File: src/rtl/game_flow_sequencer_if.sv
// Tile-map loader handshake between the game-flow sequencer
// (master) and the map loader (slave).
interface game_flow_sequencer_if;
    logic       loadReq;
    logic [2:0] levelNum;
    logic       loadDone;
    logic [5:0] giftsTotal;

    modport master (
        output loadReq,
        output levelNum,
        input  loadDone,
        input  giftsTotal
    );

    modport slave (
        input  loadReq,
        input  levelNum,
        output loadDone,
        output giftsTotal
    );
endinterface

File: src/rtl/game_flow_sequencer.sv
// Bumpy game-flow controller: start, load, play, life loss,
// level completion, game over and victory sequencing.
module game_flow_sequencer #(
    parameter int START_LIVES    = 3,
    parameter int NUM_LEVELS     = 4,
    parameter int LEVEL_TIME_SEC = 60,
    parameter int FRAMES_PER_SEC = 30,
    parameter int MSG_FRAMES     = 60
) (
    input  logic                  clk,
    input  logic                  resetN,
    input  logic                  startOfFrame,
    input  logic                  startKey,
    input  logic                  giftTaken,
    input  logic                  holeHit,
    input  logic                  fallOut,
    game_flow_sequencer_if.master ldr,
    output logic [1:0]            lives,
    output logic [5:0]            giftsLeft,
    output logic [6:0]            timeLeft,
    output logic                  showHole,
    output logic                  freezeN,
    output logic [2:0]            gameState
);

    localparam logic [2:0] S_IDLE       = 3'd0;
    localparam logic [2:0] S_LOAD       = 3'd1;
    localparam logic [2:0] S_PLAY       = 3'd2;
    localparam logic [2:0] S_LOST_LIFE  = 3'd3;
    localparam logic [2:0] S_LEVEL_DONE = 3'd4;
    localparam logic [2:0] S_GAME_OVER  = 3'd5;
    localparam logic [2:0] S_VICTORY    = 3'd6;

    localparam int FCW = (FRAMES_PER_SEC > 1) ?
                         $clog2(FRAMES_PER_SEC) : 1;
    localparam int MCW = (MSG_FRAMES > 1) ?
                         $clog2(MSG_FRAMES) : 1;

    localparam logic [FCW-1:0] FRAME_LAST = FCW'(FRAMES_PER_SEC - 1);
    localparam logic [MCW-1:0] MSG_LAST   = MCW'(MSG_FRAMES - 1);
    localparam logic [1:0]     LIVES_INIT = 2'(START_LIVES);
    localparam logic [6:0]     TIME_INIT  = 7'(LEVEL_TIME_SEC);
    localparam logic [2:0]     LEVEL_LAST = 3'(NUM_LEVELS - 1);

    logic [2:0]     state;
    logic           key_q;
    logic           armed;
    logic           gift_flag;
    logic [FCW-1:0] frame_cnt;
    logic [MCW-1:0] msg_cnt;
    logic [2:0]     level;
    logic [1:0]     lives_q;
    logic [5:0]     gifts_q;
    logic [6:0]     time_q;

    logic key_rise;
    logic hole_open;
    logic msg_end;
    logic gift_hit;

    // armed keeps a key held through reset from looking like an edge
    assign key_rise  = startKey & ~key_q & armed;
    assign hole_open = (state == S_PLAY) && (gifts_q == 6'd0);
    assign msg_end   = startOfFrame && (msg_cnt == MSG_LAST);
    assign gift_hit  = giftTaken && (startOfFrame || !gift_flag);

    assign ldr.loadReq  = (state == S_LOAD);
    assign ldr.levelNum = level;
    assign lives        = lives_q;
    assign giftsLeft    = gifts_q;
    assign timeLeft     = time_q;
    assign showHole     = hole_open;
    assign freezeN      = (state == S_PLAY);
    assign gameState    = state;

    // game-flow state machine and the counters it owns
    always_ff @(posedge clk or negedge resetN) begin
        if (!resetN) begin
            state     <= S_IDLE;
            key_q     <= 1'b0;
            armed     <= 1'b0;
            gift_flag <= 1'b0;
            frame_cnt <= '0;
            msg_cnt   <= '0;
            level     <= 3'd0;
            lives_q   <= 2'd0;
            gifts_q   <= 6'd0;
            time_q    <= 7'd0;
        end else begin
            key_q <= startKey;
            armed <= 1'b1;
            case (state)
                S_IDLE: begin
                    if (key_rise) begin
                        level   <= 3'd0;
                        lives_q <= LIVES_INIT;
                        state   <= S_LOAD;
                    end
                end
                S_LOAD: begin
                    if (ldr.loadDone) begin
                        gifts_q   <= ldr.giftsTotal;
                        time_q    <= TIME_INIT;
                        frame_cnt <= '0;
                        gift_flag <= 1'b0;
                        state     <= S_PLAY;
                    end
                end
                S_PLAY: begin
                    // a frame start re-arms the flag, same-cycle gift counts
                    if (startOfFrame) begin
                        gift_flag <= giftTaken;
                    end else if (giftTaken) begin
                        gift_flag <= 1'b1;
                    end
                    if (gift_hit && gifts_q != 6'd0) begin
                        gifts_q <= gifts_q - 6'd1;
                    end
                    if (startOfFrame) begin
                        if (frame_cnt == FRAME_LAST) begin
                            frame_cnt <= '0;
                            if (time_q != 7'd0) begin
                                time_q <= time_q - 7'd1;
                            end
                        end else begin
                            frame_cnt <= frame_cnt + 1'b1;
                        end
                    end
                    if (holeHit && hole_open) begin
                        msg_cnt <= '0;
                        state   <= S_LEVEL_DONE;
                    end else if (fallOut || time_q == 7'd0) begin
                        msg_cnt <= '0;
                        state   <= S_LOST_LIFE;
                        if (lives_q != 2'd0) begin
                            lives_q <= lives_q - 2'd1;
                        end
                    end
                end
                S_LOST_LIFE: begin
                    if (msg_end) begin
                        state <= (lives_q == 2'd0) ?
                                 S_GAME_OVER : S_LOAD;
                    end else if (startOfFrame) begin
                        msg_cnt <= msg_cnt + 1'b1;
                    end
                end
                S_LEVEL_DONE: begin
                    if (msg_end) begin
                        if (level == LEVEL_LAST) begin
                            state <= S_VICTORY;
                        end else begin
                            level <= level + 3'd1;
                            state <= S_LOAD;
                        end
                    end else if (startOfFrame) begin
                        msg_cnt <= msg_cnt + 1'b1;
                    end
                end
                S_GAME_OVER, S_VICTORY: begin
                    if (key_rise) begin
                        state <= S_IDLE;
                    end
                end
                default: state <= S_IDLE;
            endcase
        end
    end

endmodule

File: src/flat_wrapper.sv
// flat-port wrapper written by rule: the top's interface ports become plain ports
module game_flow_sequencer_flat 
#(
    parameter int START_LIVES    = 3,
    parameter int NUM_LEVELS     = 4,
    parameter int LEVEL_TIME_SEC = 60,
    parameter int FRAMES_PER_SEC = 30,
    parameter int MSG_FRAMES     = 60
)
  (clk, resetN, startOfFrame, startKey, giftTaken, holeHit, fallOut, lives, giftsLeft, timeLeft, showHole, freezeN, gameState, ldr_loadReq, ldr_levelNum, ldr_loadDone, ldr_giftsTotal);
  game_flow_sequencer_if ldr_i ();
  input  logic clk;
  input  logic resetN;
  input  logic startOfFrame;
  input  logic startKey;
  input  logic giftTaken;
  input  logic holeHit;
  input  logic fallOut;
  output logic [1:0] lives;
  output logic [5:0] giftsLeft;
  output logic [6:0] timeLeft;
  output logic showHole;
  output logic freezeN;
  output logic [2:0] gameState;
  output wire logic [$bits(ldr_i.loadReq)-1:0] ldr_loadReq;
  output wire logic [$bits(ldr_i.levelNum)-1:0] ldr_levelNum;
  input wire logic [$bits(ldr_i.loadDone)-1:0] ldr_loadDone;
  input wire logic [$bits(ldr_i.giftsTotal)-1:0] ldr_giftsTotal;
  assign ldr_loadReq = ldr_i.loadReq;
  assign ldr_levelNum = ldr_i.levelNum;
  assign ldr_i.loadDone = ldr_loadDone;
  assign ldr_i.giftsTotal = ldr_giftsTotal;
  game_flow_sequencer #(.START_LIVES(START_LIVES), .NUM_LEVELS(NUM_LEVELS), .LEVEL_TIME_SEC(LEVEL_TIME_SEC), .FRAMES_PER_SEC(FRAMES_PER_SEC), .MSG_FRAMES(MSG_FRAMES)) u_core (.clk(clk), .resetN(resetN), .startOfFrame(startOfFrame), .startKey(startKey), .giftTaken(giftTaken), .holeHit(holeHit), .fallOut(fallOut), .ldr(ldr_i), .lives(lives), .giftsLeft(giftsLeft), .timeLeft(timeLeft), .showHole(showHole), .freezeN(freezeN), .gameState(gameState));
endmodule
File: config.mk
export PLATFORM = sky130hd
export DESIGN_NAME = game_flow_sequencer_flat
export DESIGN_NICKNAME = d
export VERILOG_FILES = /design/src/rtl/game_flow_sequencer_if.sv /design/src/rtl/game_flow_sequencer.sv /design/src/flat_wrapper.sv
export SDC_FILE = /design/constraint.sdc
export NUM_CORES = 1
export LEC_CHECK = 0
export ABC_AREA = 1
export CORE_MARGIN = 5
export CORE_UTILIZATION = 58
export CTS_CLUSTER_SIZE = 25
export DETAILED_ROUTE_END_ITERATION = 7
export PLACE_DENSITY = 0.95
export REMOVE_ABC_BUFFERS = 1
export SYNTH_ARGS = -nofsm -noshare
export SYNTH_HDL_FRONTEND = slang
export SYNTH_SLANG_ARGS = --single-unit
File: constraint.sdc
create_clock -name clk -period 2.3 [get_ports clk]
set_input_delay 0.345 -clock clk [delete_from_list [all_inputs] [get_ports clk]]
set_output_delay 0.345 -clock clk [all_outputs]
set_load 0.1 [all_outputs]
Word level (Yosys, flattened, before mapping)
Index checks and enable logic that the tools add are counted.
{ "op_classes": {"eq_ne": 26, "n_addsub": 6, "bitwise_logic": 3, "n_mux": 39, "reduce_logical": 29} }
{ "op_table": {"columns": ["op", "count"], "rows": [
  ["$mux W6", 6],
  ["$mux W3", 11],
  ["$mux W7", 4],
  ["$pmux W6 S2", 2],
  ["$ne A2 B1 Y1 const B", 11],
  ["$pmux W3 S6", 1],
  ["$mux W5", 3],
  ["$pmux W7 S2", 1],
  ["$pmux W5 S2", 1],
  ["$reduce_and A5 Y1", 2],
  ["$reduce_bool A2 Y1", 5],
  ["$eq A3 B2 Y1 const B", 3],
  ["$eq A3 B3 Y1 const B", 3],
  ["$reduce_and A3 Y1", 3],
  ["$mux W2", 4],
  ["$ne A2 B2 Y1 const B", 4],
  ["$reduce_and A4 Y1", 2],
  ["$logic_not A7 Y1", 1],
  ["$reduce_bool A7 Y1", 1],
  ["$sub A7 B1 Y7 const B", 1],
  ["$add A6 B1 Y6 const B", 1],
  ["$eq A6 B6 Y1 const B", 1],
  ["$logic_not A6 Y1", 1],
  ["$pmux W3 S2", 1],
  ["other kinds (21)", 30]
]} }
{ "word_totals": {"out_inout_bits": 24, "wordCells": 113, "reg_bits": 35} }

Longest topological paths before layout
Gate-level depths: netlist (run 1).
{ "logic_depth": {"ltp_word": 6, "mapped_depth": 11, "ltp_nobuf": 11} }

Worst setup path after synthesis (run 1)
Ideal clock, no wire load.
{ "synth_path": {"path_kind": "flip-flop to output port", "startpoint": "register u_core.state[1], in the netlist u_core.gameState[1]", "endpoint": "output showHole", "n_path_buf": 2, "required_time_ns": 1.955, "t_arrival_ns": 4.298, "path_stages_with_launch": 5, "path_slack_ns": -2.343, "path_cell_list": "dfrtp_1 -> buf_6 -> nand3_4 -> buf_2 -> nor4_1"} }
{ "synth_via": {"elab_chain_len": 2} }
{ "synth_lines": {"columns": ["element", "line_no", "rtl"], "rows": [
  ["from (decl)", "game_flow_sequencer.sv:45", "logic [2:0] state;"],
  ["from (signal assigned)", "game_flow_sequencer.sv:142", "state <= (lives_q == 2'd0) ?"],
  ["$eq A3 B2 Y1", "game_flow_sequencer.sv:63", "assign hole_open = (state == S_PLAY) && (gifts_q == 6'd0);"],
  ["$logic_and A1 B1 Y1", "game_flow_sequencer.sv:63", null],
  ["to (decl)", "flat_wrapper.sv:22", "output logic showHole;"]
]} }
No other way between the ends.

Final worst setup path (run 1)
{ "layout_path": {"startpoint": "register u_core.state[1], in the netlist u_core.gameState[1]", "endpoint": "output freezeN"} }
{ "layout_via": {"elab_chain_len": 1} }
{ "layout_lines": {"columns": ["element", "line_no", "rtl"], "rows": [
  ["$eq A3 B2 Y1", "game_flow_sequencer.sv:73", "assign freezeN = (state == S_PLAY);"],
  ["to (decl)", "flat_wrapper.sv:23", "output logic freezeN;"]
]} }
No other way between the ends.

==> key figures, run 1 <==
Global route
  • Met3 global-route usage: 5.61%
  • GRT overflow: 0
  • Vias in the first global route: about 2000
  • GRT met1 Usage: around 24%
  • GRT busiest layer: met2
  • Gr usage total: between 20% and 30%
  • Largest net degree at the start of global routing: 36
  • Global-route wire length before repair: between 8000 and 9000 um
  • Initial antenna violation count: 0
  • M2 GR Usage: 35.3%

Detailed routing
  • Final antenna-violating net count: 0
  • Starting DRT DRC Count: between 100 and 150
  • DR pass1 iterations: 4
  • DRC errors left: 0
  • Drt total wl: between 4000 and 5000 um
  • Via/cell ratio: between 5 and 6
  • Via count: approximately 2200
  • Routed length per instance: 11.9 um

CTS
  • Cts hold-fix bufs: 0
  • Max Root-Sink Buffers: 2
  • Clk_lat worst skew: 0.29 ns
  • Post-CTS Setup Bufs: 0
  • Root Buffer: clkbuf_8
  • CTS-repair resized insts: 0
  • Sink Count: 35
  • TritonCTS clock tree: built
  • Clock-pin slew on the worst setup and hold paths: around 0.07 ns
  • H-tree depth: 2
  • Num CTS Buffers: 5

Floorplan
  • Die footprint: 0.00539 mm^2
  • Top Ports: 38
  • Die Wd: between 70 and 80 um
  • Core ar.: ~0.0039 mm^2
  • Die height: roughly 73 um
  • Rows: 23
  • Effective utilization at floorplan: 59.1%

Timing
  • Setup Skew: 0.00694 ns
  • Final setup fails: 0
  • Slew Viols, Final: 0
  • Unrepaired setup endpoints after global routing: no
  • Endpoints failing hold: 0
  • Fmax achieved: ~480 MHz
  • Min Hold Slack: about 0.46 ns
  • Fin crit share: between 90% and 100%
  • Post-route minimum period: ~2.1 ns

Worst setup path
  • CP max FO: 20
  • Crit path DAT: between 1.5 and 2 ns
  • CP cell instances: nand3_4 -> inv_2 -> buf_12
  • Critical setup path kind: reg2out
  • CP Launch Type: register
  • Worst setup EP type: primary output
  • Worst path slowest cell: dfrtp_1
  • Worst EP required: around 2 ns
  • Slowest Stage Delay on Critical Path: 0.58 ns

Logic synthesis
  • Register area share after synthesis: 37.6%
  • Post-Syn Area: about 0.0023 mm^2
  • Synth Register Bits: 35
  • Yosys warnings: 0
  • Synthesized instance count: ~330
  • Mean post-synth cell area: about 7 um^2
  • Netlist cell types: 34
  • Ys async rst share: 100%
  • Post-synth top flop: dfrtp_1
  • EDFF count, synth: 0

Flow run
  • Max cap viols: 0

Final layout
  • Layout cell share with drive strength beyond 1: about 15%
  • Area growth, synth to finish: 20.5%
  • Fill count: 331
  • Antenna fix cells: 0
  • Layout Nets: about 390

Worst hold path
  • Worst Hold Class: in2async

Place
  • Placer Congestion: 0.868
  • Dpl hpwl: around 3800 um
  • Port buffer count: 37

Status
  • Status: finished, final reports clean
==> worst max-delay path, delay by kind of cell, from the launching register on <==
family                 cells  cell delay, ns
buffers and inverters      2            0.60
flip-flops                 1            0.58
AND/OR/NAND/NOR            1            0.27
==> synth_stat cells, types with 3 or more instances <==
| cell type | count | area [um^2] |
|---|---|---|
| nand2_1 | 118 | 443 |
| nand3_1 | 36 | 180 |
| dfrtp_1 | 35 | 876 |
| inv_1 | 33 | 124 |
| nor2_1 | 27 | 101 |
| o21ai_0 | 14 | 70.1 |
| ha_1 | 9 | 113 |
| nand2_2 | 6 | 37.5 |
| nand4_1 | 6 | 37.5 |
| inv_2 | 4 | 15.0 |
| xor2_1 | 4 | 35.0 |
| a21oi_1 | 3 | 15.0 |
| buf_6 | 3 | 33.8 |
| nor2_4 | 3 | 33.8 |
| or2_2 | 3 | 18.8 |
==> worst paths after layout <==
path,slack [ns],cells past startpoint,from,end
setup / recovery,0.21,3,u_core.gameState[1],freezeN
hold / removal,0.46,2,resetN,u_core.lives[0]
setup reg to reg,0.36,8,u_core.gameState[1],u_core.msg_cnt[1]
hold reg to reg,0.51,2,u_core.timeLeft[0],u_core.timeLeft[0]
max in group asynchronous,1.52,2,resetN,u_core.msg_cnt[2]
min in group clk,0.51,2,u_core.timeLeft[0],u_core.timeLeft[0]
==> cell type report <==
cell class / instances / area [um^2] / area share [%]
multi-input cells: 250 / 1270 / 45.2
flip-flops and latches: 35 / 876 / 31.2
repair buffers: 38 / 355 / 12.7
well taps: 50 / 62.6 / 2.23
clock buffers: 8 / 100 / 3.56
inverters: 38 / 145 / 5.17
==> cells in the final DEF, fill, tap and decap left out <==
master,instances
nand2_1,118
o22ai_1,1
nor2_2,2
o21ai_0,14
clkdlybuf4s50_1,13
inv_1,33
nand3_1,36
nor4_2,1
clkbuf_1,1
a21oi_1,3
xor2_1,4
nand4_1,6
inv_4,1
nor3_1,2
and2_1,1
or2_2,3
nor2_4,3
xnor2_1,1
nand2_2,6
conb_1,1
dfrtp_1,35
nor2_1,27
ha_1,9
o21ai_1,2
nand4_4,1
buf_4,22
clkbuf_8,7
mux2i_1,1
buf_12,3
nand3_4,2
o31ai_1,1
nand2_4,1
a21boi_0,1
inv_2,4
o21a_1,1
nand3b_1,2
==> per-stage QoR <==
stage	util (%)	worst slack (ns)	TNS [ns]	cells	instance area (um^2)
floorplan	-	-2.34	-8.96	323	2280
global placement	68.5	0.430	0	411	2700
detailed placement	68.5	0.396	0	411	2700
CTS	71.1	0.104	0	419	2800
global route	71.2	0.102	0	419	2810
finish	71.2	0.207	0	419	2810
==> cells by family (layout without fill, tap and decap cells) <==
group | Yosys count | in the layout | share of synthesized area [%]
xor+xnor | 5 | 5 | 1.88
fa+ha+maj | 9 | 9 | 4.83
compound gates | 23 | 23 | 5.31
simple gates | 211 | 211 | 41.6
flops | 35 | 35 | 37.6
mux | 1 | 1 | 0.429
other cells | 1 | 1 | 0.161
buf+inv | 43 | 84 | 8.21
==> layer usage <==
layer	vias up	wire, um
li1	1124	-
met1	982	2200
met2	60	2360
met3	11	320
met4	0	97
met5	-	0
==> sequential cells by signal, summed over array words and instances, names as in the netlist <==
register,cells
u_core.ldr.levelNum,3
u_core.armed,1
u_core.timeLeft,7
u_core.lives,2
u_core.gameState,3
u_core.giftsLeft,6
u_core.msg_cnt,6
u_core.gift_flag,1
u_core.frame_cnt,5
u_core.key_q,1
Power of run 1 is left out: the tool's default activity adds up to more than one toggle a clock period on the data nets, which glitch-free logic cannot reach.
==> run 2, diff against run 1 <==
- CTS_CLUSTER_SIZE: 25 -> 40
- MAX_ROUTING_LAYER: not set -> met4
==> run 2 against run 1 <==
  * Global-route usage grew 0.60 points
  * Wire length rose by 0.10%
  * Cell area is the same
  * Die area stayed put
  * Cell count stayed put
  * Critical path type unchanged
  * Largest cell class unchanged
==> key figures, run 2 (synthesis gave the netlist of run 1 again) <==
Global route
  • GRT met1 Usage: 24.3% (+0.086 points)
  • M2 GR Usage: 35.3% (unchanged)
  • Vias in the first global route: 2048 (+0.049%)
  • GRT overflow: 0 (unchanged)
  • Largest net degree at the start of global routing: 36 (unchanged)
  • Global-route wire length before repair: 8610 um (about the same)
  • Initial antenna violation count: 0 (unchanged)
  • Gr usage total: 21.2% (+0.60 points)
  • GRT busiest layer: met2
  • Met3 global-route usage: 5.47% (-0.14 points)

Worst setup path
  • Most used cell, CP: inv_2
  • R2R cell count: 9 (+1)
  • CP cell instances: inv_2 -> nand3_4 -> inv_2 -> buf_12
  • Crit path DAT: 1.74 ns (about the same)
  • Worst EP required: 1.96 ns (about the same)
  • Worst setup EP type: primary output
  • Reg2reg start: u_core.gameState[0]
  • Slowest Stage Delay on Critical Path: 0.50 ns (-0.08 ns)
  • Critical R2R Capture: u_core.msg_cnt[1]
  • Critical setup path kind: reg2out
  • CP max FO: 20 (unchanged)
  • Worst path slowest cell: dfrtp_1
  • CP Launch Type: register
  • Reg2reg setup slack: 0.37 ns (about the same)

Floorplan
  • Core ar.: 0.00394 mm^2 (unchanged)
  • Die Wd: 73.4 um (unchanged)
  • Rows: 23 (unchanged)
  • Top Ports: 38 (unchanged)
  • Effective utilization at floorplan: 59.1% (unchanged)
  • Die height: 73.4 um (unchanged)
  • Die footprint: 0.00539 mm^2 (unchanged)

CTS
  • TritonCTS clock tree: built
  • Clock-pin slew on the worst setup and hold paths: 0.07 ns (about the same)
  • H-tree depth: 2 (unchanged)
  • Num CTS Buffers: 5 (unchanged)
  • Cts hold-fix bufs: 0 (unchanged)
  • Sink Count: 35 (unchanged)
  • Max Root-Sink Buffers: 2 (unchanged)
  • Root Buffer: clkbuf_8
  • Clk_lat worst skew: 0.29 ns (about the same)

Timing
  • Endpoints failing hold: 0 (unchanged)
  • Fin crit share: 90.8% (-0.16 points)
  • Slew Viols, Final: 0 (unchanged)
  • Post-route minimum period: 2.09 ns (-0.00372 ns)
  • Setup Skew: 0.00691 ns (-0.0000320 ns)
  • Unrepaired setup endpoints after global routing: no
  • Sum Neg Setup Slack: 0 ns (unchanged)
  • Fmax achieved: 479 MHz (+0.18%)
  • Final setup fails: 0 (unchanged)

Final layout
  • Area growth, synth to finish: 20.5% (unchanged)
  • Layout Nets: 391 (unchanged)
  • Antenna fix cells: 0 (unchanged)
  • Commonest non-fill, non-tap cells in the layout: nand2_1 (118), nand3_1 (36), dfrtp_1 (35)
  • Max reg flops: 7 (unchanged)
  • Fill count: 331 (unchanged)
  • Leading cell type in the layout, fill and taps excluded: nand2_1
  • Layout cell share with drive strength beyond 1: 15.2% (unchanged)

Detailed routing
  • Starting DRT DRC Count: 145 (+1.4%)
  • Via count: 2172 (-0.23%)
  • DRC errors left: 0 (unchanged)
  • DR pass1 iterations: 4 (unchanged)
  • Via/cell ratio: 5.18 (-0.23%)
  • Final antenna-violating net count: 0 (unchanged)
  • Routed length per instance: 11.9 um (+0.10%)
  • Drt total wl: 4980 um (+0.10%)

Place
  • Dpl hpwl: 3760 um (unchanged)
  • Port buffer count: 37 (unchanged)
  • Placer Congestion: 0.882 (+1.6%)

Worst hold path
  • Worst Hold Class: in2async

Flow run
  • Max cap viols: 0 (unchanged)

Status
  • Status: finished, final reports clean
## run 2: cell counts in the layout (fill, tap and decap cells not counted)
No cell type changed its count.
## run 2: cell type report
cell class                      count  area [um^2]  area share [%]
Sequential cell                    35          876            31.2
Inverter                           38          145            5.17
Timing Repair Buffer               38          355            12.7
Tap cell                           50         62.6            2.23
Clock buffer                        8          100            3.56
Multi-Input combinational cell    250         1270            45.2
## run 2: critical path, delay by kind of cell, from the launching register on
| family | cells | cell delay [ns] |
|---|---|---|
| and+or+nand+nor | 1 | 0.21 |
| buffers and inverters | 3 | 0.74 |
| DFF | 1 | 0.50 |
## run 2: repair_timing
item,4_1_cts,5_1_grt
resized for setup,0,1
setup buffers,0,0
endpoints found under the setup margin,0,1
## run 2: how the worst max path moves through the flow
stage / from / cells past startpoint / endpoint / slack, ns
after floorplan: u_core.gameState[1] / 2 / showHole / -2.34
after global placement: startOfFrame / 10 / u_core.gameState[1] / 0.43
final: u_core.gameState[0] / 4 / freezeN / 0.21
after CTS: u_core.giftsLeft[0] / 5 / showHole / 0.10
after global routing: u_core.giftsLeft[0] / 5 / showHole / 0.10
after detailed placement: startOfFrame / 10 / u_core.gameState[1] / 0.40
## run 2: per-stage QoR
step	hold slack [ns]	setup WS, ns	area [um^2]	utilization, %	cells
global route	0.504	0.102	2810	71.2	419
CTS	0.471	0.104	2800	71.1	419
global placement	0.479	0.430	2700	68.5	411
detailed placement	0.486	0.396	2700	68.5	411
finish	0.462	0.211	2810	71.2	419
floorplan	0.0494	-2.34	2280	-	323
## run 2: layer usage
metal  vias up  routed length [um]  part of all wire, %
li1       1123                   -                    -
met1       980                2220                   45
met2        58                2360                   47
met3        11                 307                  6.2
met4         0                  96                  1.9
met5         -                   0                    0
Power of run 2 is left out for the same reason.
==> run 3, diff against run 2 <==
- CORE_MARGIN: 5 -> 2
==> run 3 against run 2 <==
  * Register-to-register slack got worse by 0.08 ns
  * Sequential share of layout area did not move
  * Largest cell class unchanged
  * Maximum frequency fell by 3.0%
  * Highest routed layer unchanged
  * Hold slack improved by 0.0072 ns
  * Cell count did not move
  * Clock-buffer cell count did not move
==> key figures, run 3 (synthesis gave the netlist of run 1 again) <==
Final layout
  • Layout Nets: 391 (unchanged)
  • Non-filler cells, final: 419 (unchanged)
  • Leading cell type in the layout, fill and taps excluded: nand2_1
  • Area growth, synth to finish: 20.5% (unchanged)
  • Antenna fix cells: 0 (unchanged)
  • Max reg flops: 7 (unchanged)
  • Commonest non-fill, non-tap cells in the layout: nand2_1 (118), nand3_1 (36), dfrtp_1 (35)
  • Layout cell share with drive strength beyond 1: 15.2% (unchanged)

Detailed routing
  • Via count: 2215 (+2.0%)
  • Via/cell ratio: 5.29 (+2.0%)
  • Starting DRT DRC Count: 208 (+43%)
  • Drt total wl: 5160 um (+3.7%)
  • Final antenna-violating net count: 0 (unchanged)
  • DR pass1 iterations: 4 (unchanged)
  • Routed length per instance: 12.3 um (+3.7%)
  • DRC errors left: 0 (unchanged)

Global route
  • GRT overflow: 0 (unchanged)
  • Initial antenna violation count: 0 (unchanged)
  • Largest net degree at the start of global routing: 36 (unchanged)
  • Vias in the first global route: 2017 (-1.5%)
  • Gr usage total: 26.5% (+5.3 points)
  • Global-route wire length before repair: 8830 um (+2.6%)

Timing
  • Final setup fails: 0 (unchanged)
  • Fin crit share: 93.7% (+2.8 points)
  • Fmax achieved: 464 MHz (-3.0%)
  • Endpoints failing hold: 0 (unchanged)
  • Post-route minimum period: 2.15 ns (+0.0655 ns)
  • Slew Viols, Final: 0 (unchanged)
  • Setup Skew: 0.00504 ns (-0.00187 ns)
  • Unrepaired setup endpoints after global routing: no

Floorplan
  • Die height: 67.4 um (-8.2%)
  • Core ar.: 0.00394 mm^2 (unchanged)
  • Die Wd: 67.4 um (-8.2%)
  • Top Ports: 38 (unchanged)
  • Die footprint: 0.00454 mm^2 (-16%)
  • Effective utilization at floorplan: 59.1% (unchanged)
  • Rows: 23 (unchanged)

CTS
  • Max Root-Sink Buffers: 2 (unchanged)
  • Post-CTS Setup Bufs: 0 (unchanged)
  • Root Buffer: clkbuf_8
  • H-tree depth: 2 (unchanged)
  • Sink Count: 35 (unchanged)
  • Clock-pin slew on the worst setup and hold paths: 0.07 ns (about the same)
  • Num CTS Buffers: 5 (unchanged)
  • Clk_lat worst skew: 0.29 ns (about the same)
  • TritonCTS clock tree: built

Worst setup path
  • Critical setup path kind: reg2out
  • Worst path slowest cell: dfrtp_1
  • CP max FO: 20 (unchanged)
  • Worst setup EP type: primary output
  • Worst Path Buf+Inv: 2 (-1)
  • Slowest Stage Delay on Critical Path: 0.61 ns (+0.11 ns)
  • Crit path DAT: 1.81 ns (+0.07 ns)
  • Worst EP required: 1.96 ns (about the same)
  • Top Family by Delay on Critical Path: flip-flops
  • CP cell instances: nand3_4 -> inv_2 -> buf_12
  • CP Launch Type: register

Worst hold path
  • Worst Hold Class: in2async

Place
  • Number of cells after detailed placement: 411 (unchanged)
  • Port buffer count: 37 (unchanged)
  • Dpl hpwl: 3720 um (-1.1%)
  • Placer Congestion: 0.907 (+2.8%)

Status
  • Status: finished, final reports clean

Flow run
  • Max cap viols: 0 (unchanged)
==> run 3: repair_timing <==
item,4_1_cts,5_1_grt
gates resized for setup,0,1
hold buffers,0,0
setup endpoints to repair,0,1
==> run 3: path summary, 6_finish.rpt <==
path | startpoint | endpoint | slack, ns | cells after the start
min | resetN | u_core.ldr.levelNum[2] | 0.47 | 2
max reg2reg | u_core.gameState[1] | u_core.msg_cnt[1] | 0.29 | 8
max | u_core.gameState[1] | freezeN | 0.15 | 3
min reg2reg | u_core.timeLeft[0] | u_core.timeLeft[0] | 0.50 | 2
max in group asynchronous | resetN | u_core.giftsLeft[3] | 1.51 | 2
min in group clk | u_core.timeLeft[0] | u_core.timeLeft[0] | 0.50 | 2
==> run 3: area by class of cell <==
type                    count  area [um^2]
fillers                   319         1130
multi-input cells         250         1270
repair buffers             38          355
clock buffers               8          100
flip-flops and latches     35          876
well taps                  50         62.6
inverters                  38          145
==> run 3: through the flow <==
| step | area [um^2] | utilization (%) | hold WS [ns] | TNS, ns | setup slack [ns] |
|---|---|---|---|---|---|
| 6_report | 2810 | 71.2 | 0.469 | 0 | 0.145 |
| 5_1_grt | 2810 | 71.2 | 0.519 | 0 | 0.0461 |
| 4_1_cts | 2800 | 71.1 | 0.484 | 0 | 0.0687 |
| 3_5_place_dp | 2700 | 68.5 | 0.487 | 0 | 0.360 |
| 3_3_place_gp | 2700 | 68.5 | 0.483 | 0 | 0.449 |
| 2_1_floorplan | 2280 | - | 0.0494 | -8.96 | -2.34 |
==> run 3: metal layers <==
metal  up-vias  track usage, %  part of all wire, %  routed length [um]
met5         -               -                    0                   0
met4         0            10.7                  1.8                  93
met3         8            6.17                  6.8                 352
met2        71            42.9                   47                2430
met1      1017            31.9                   44                2280
li1       1119               -                    -                   -
Power of run 3 is left out for the same reason.
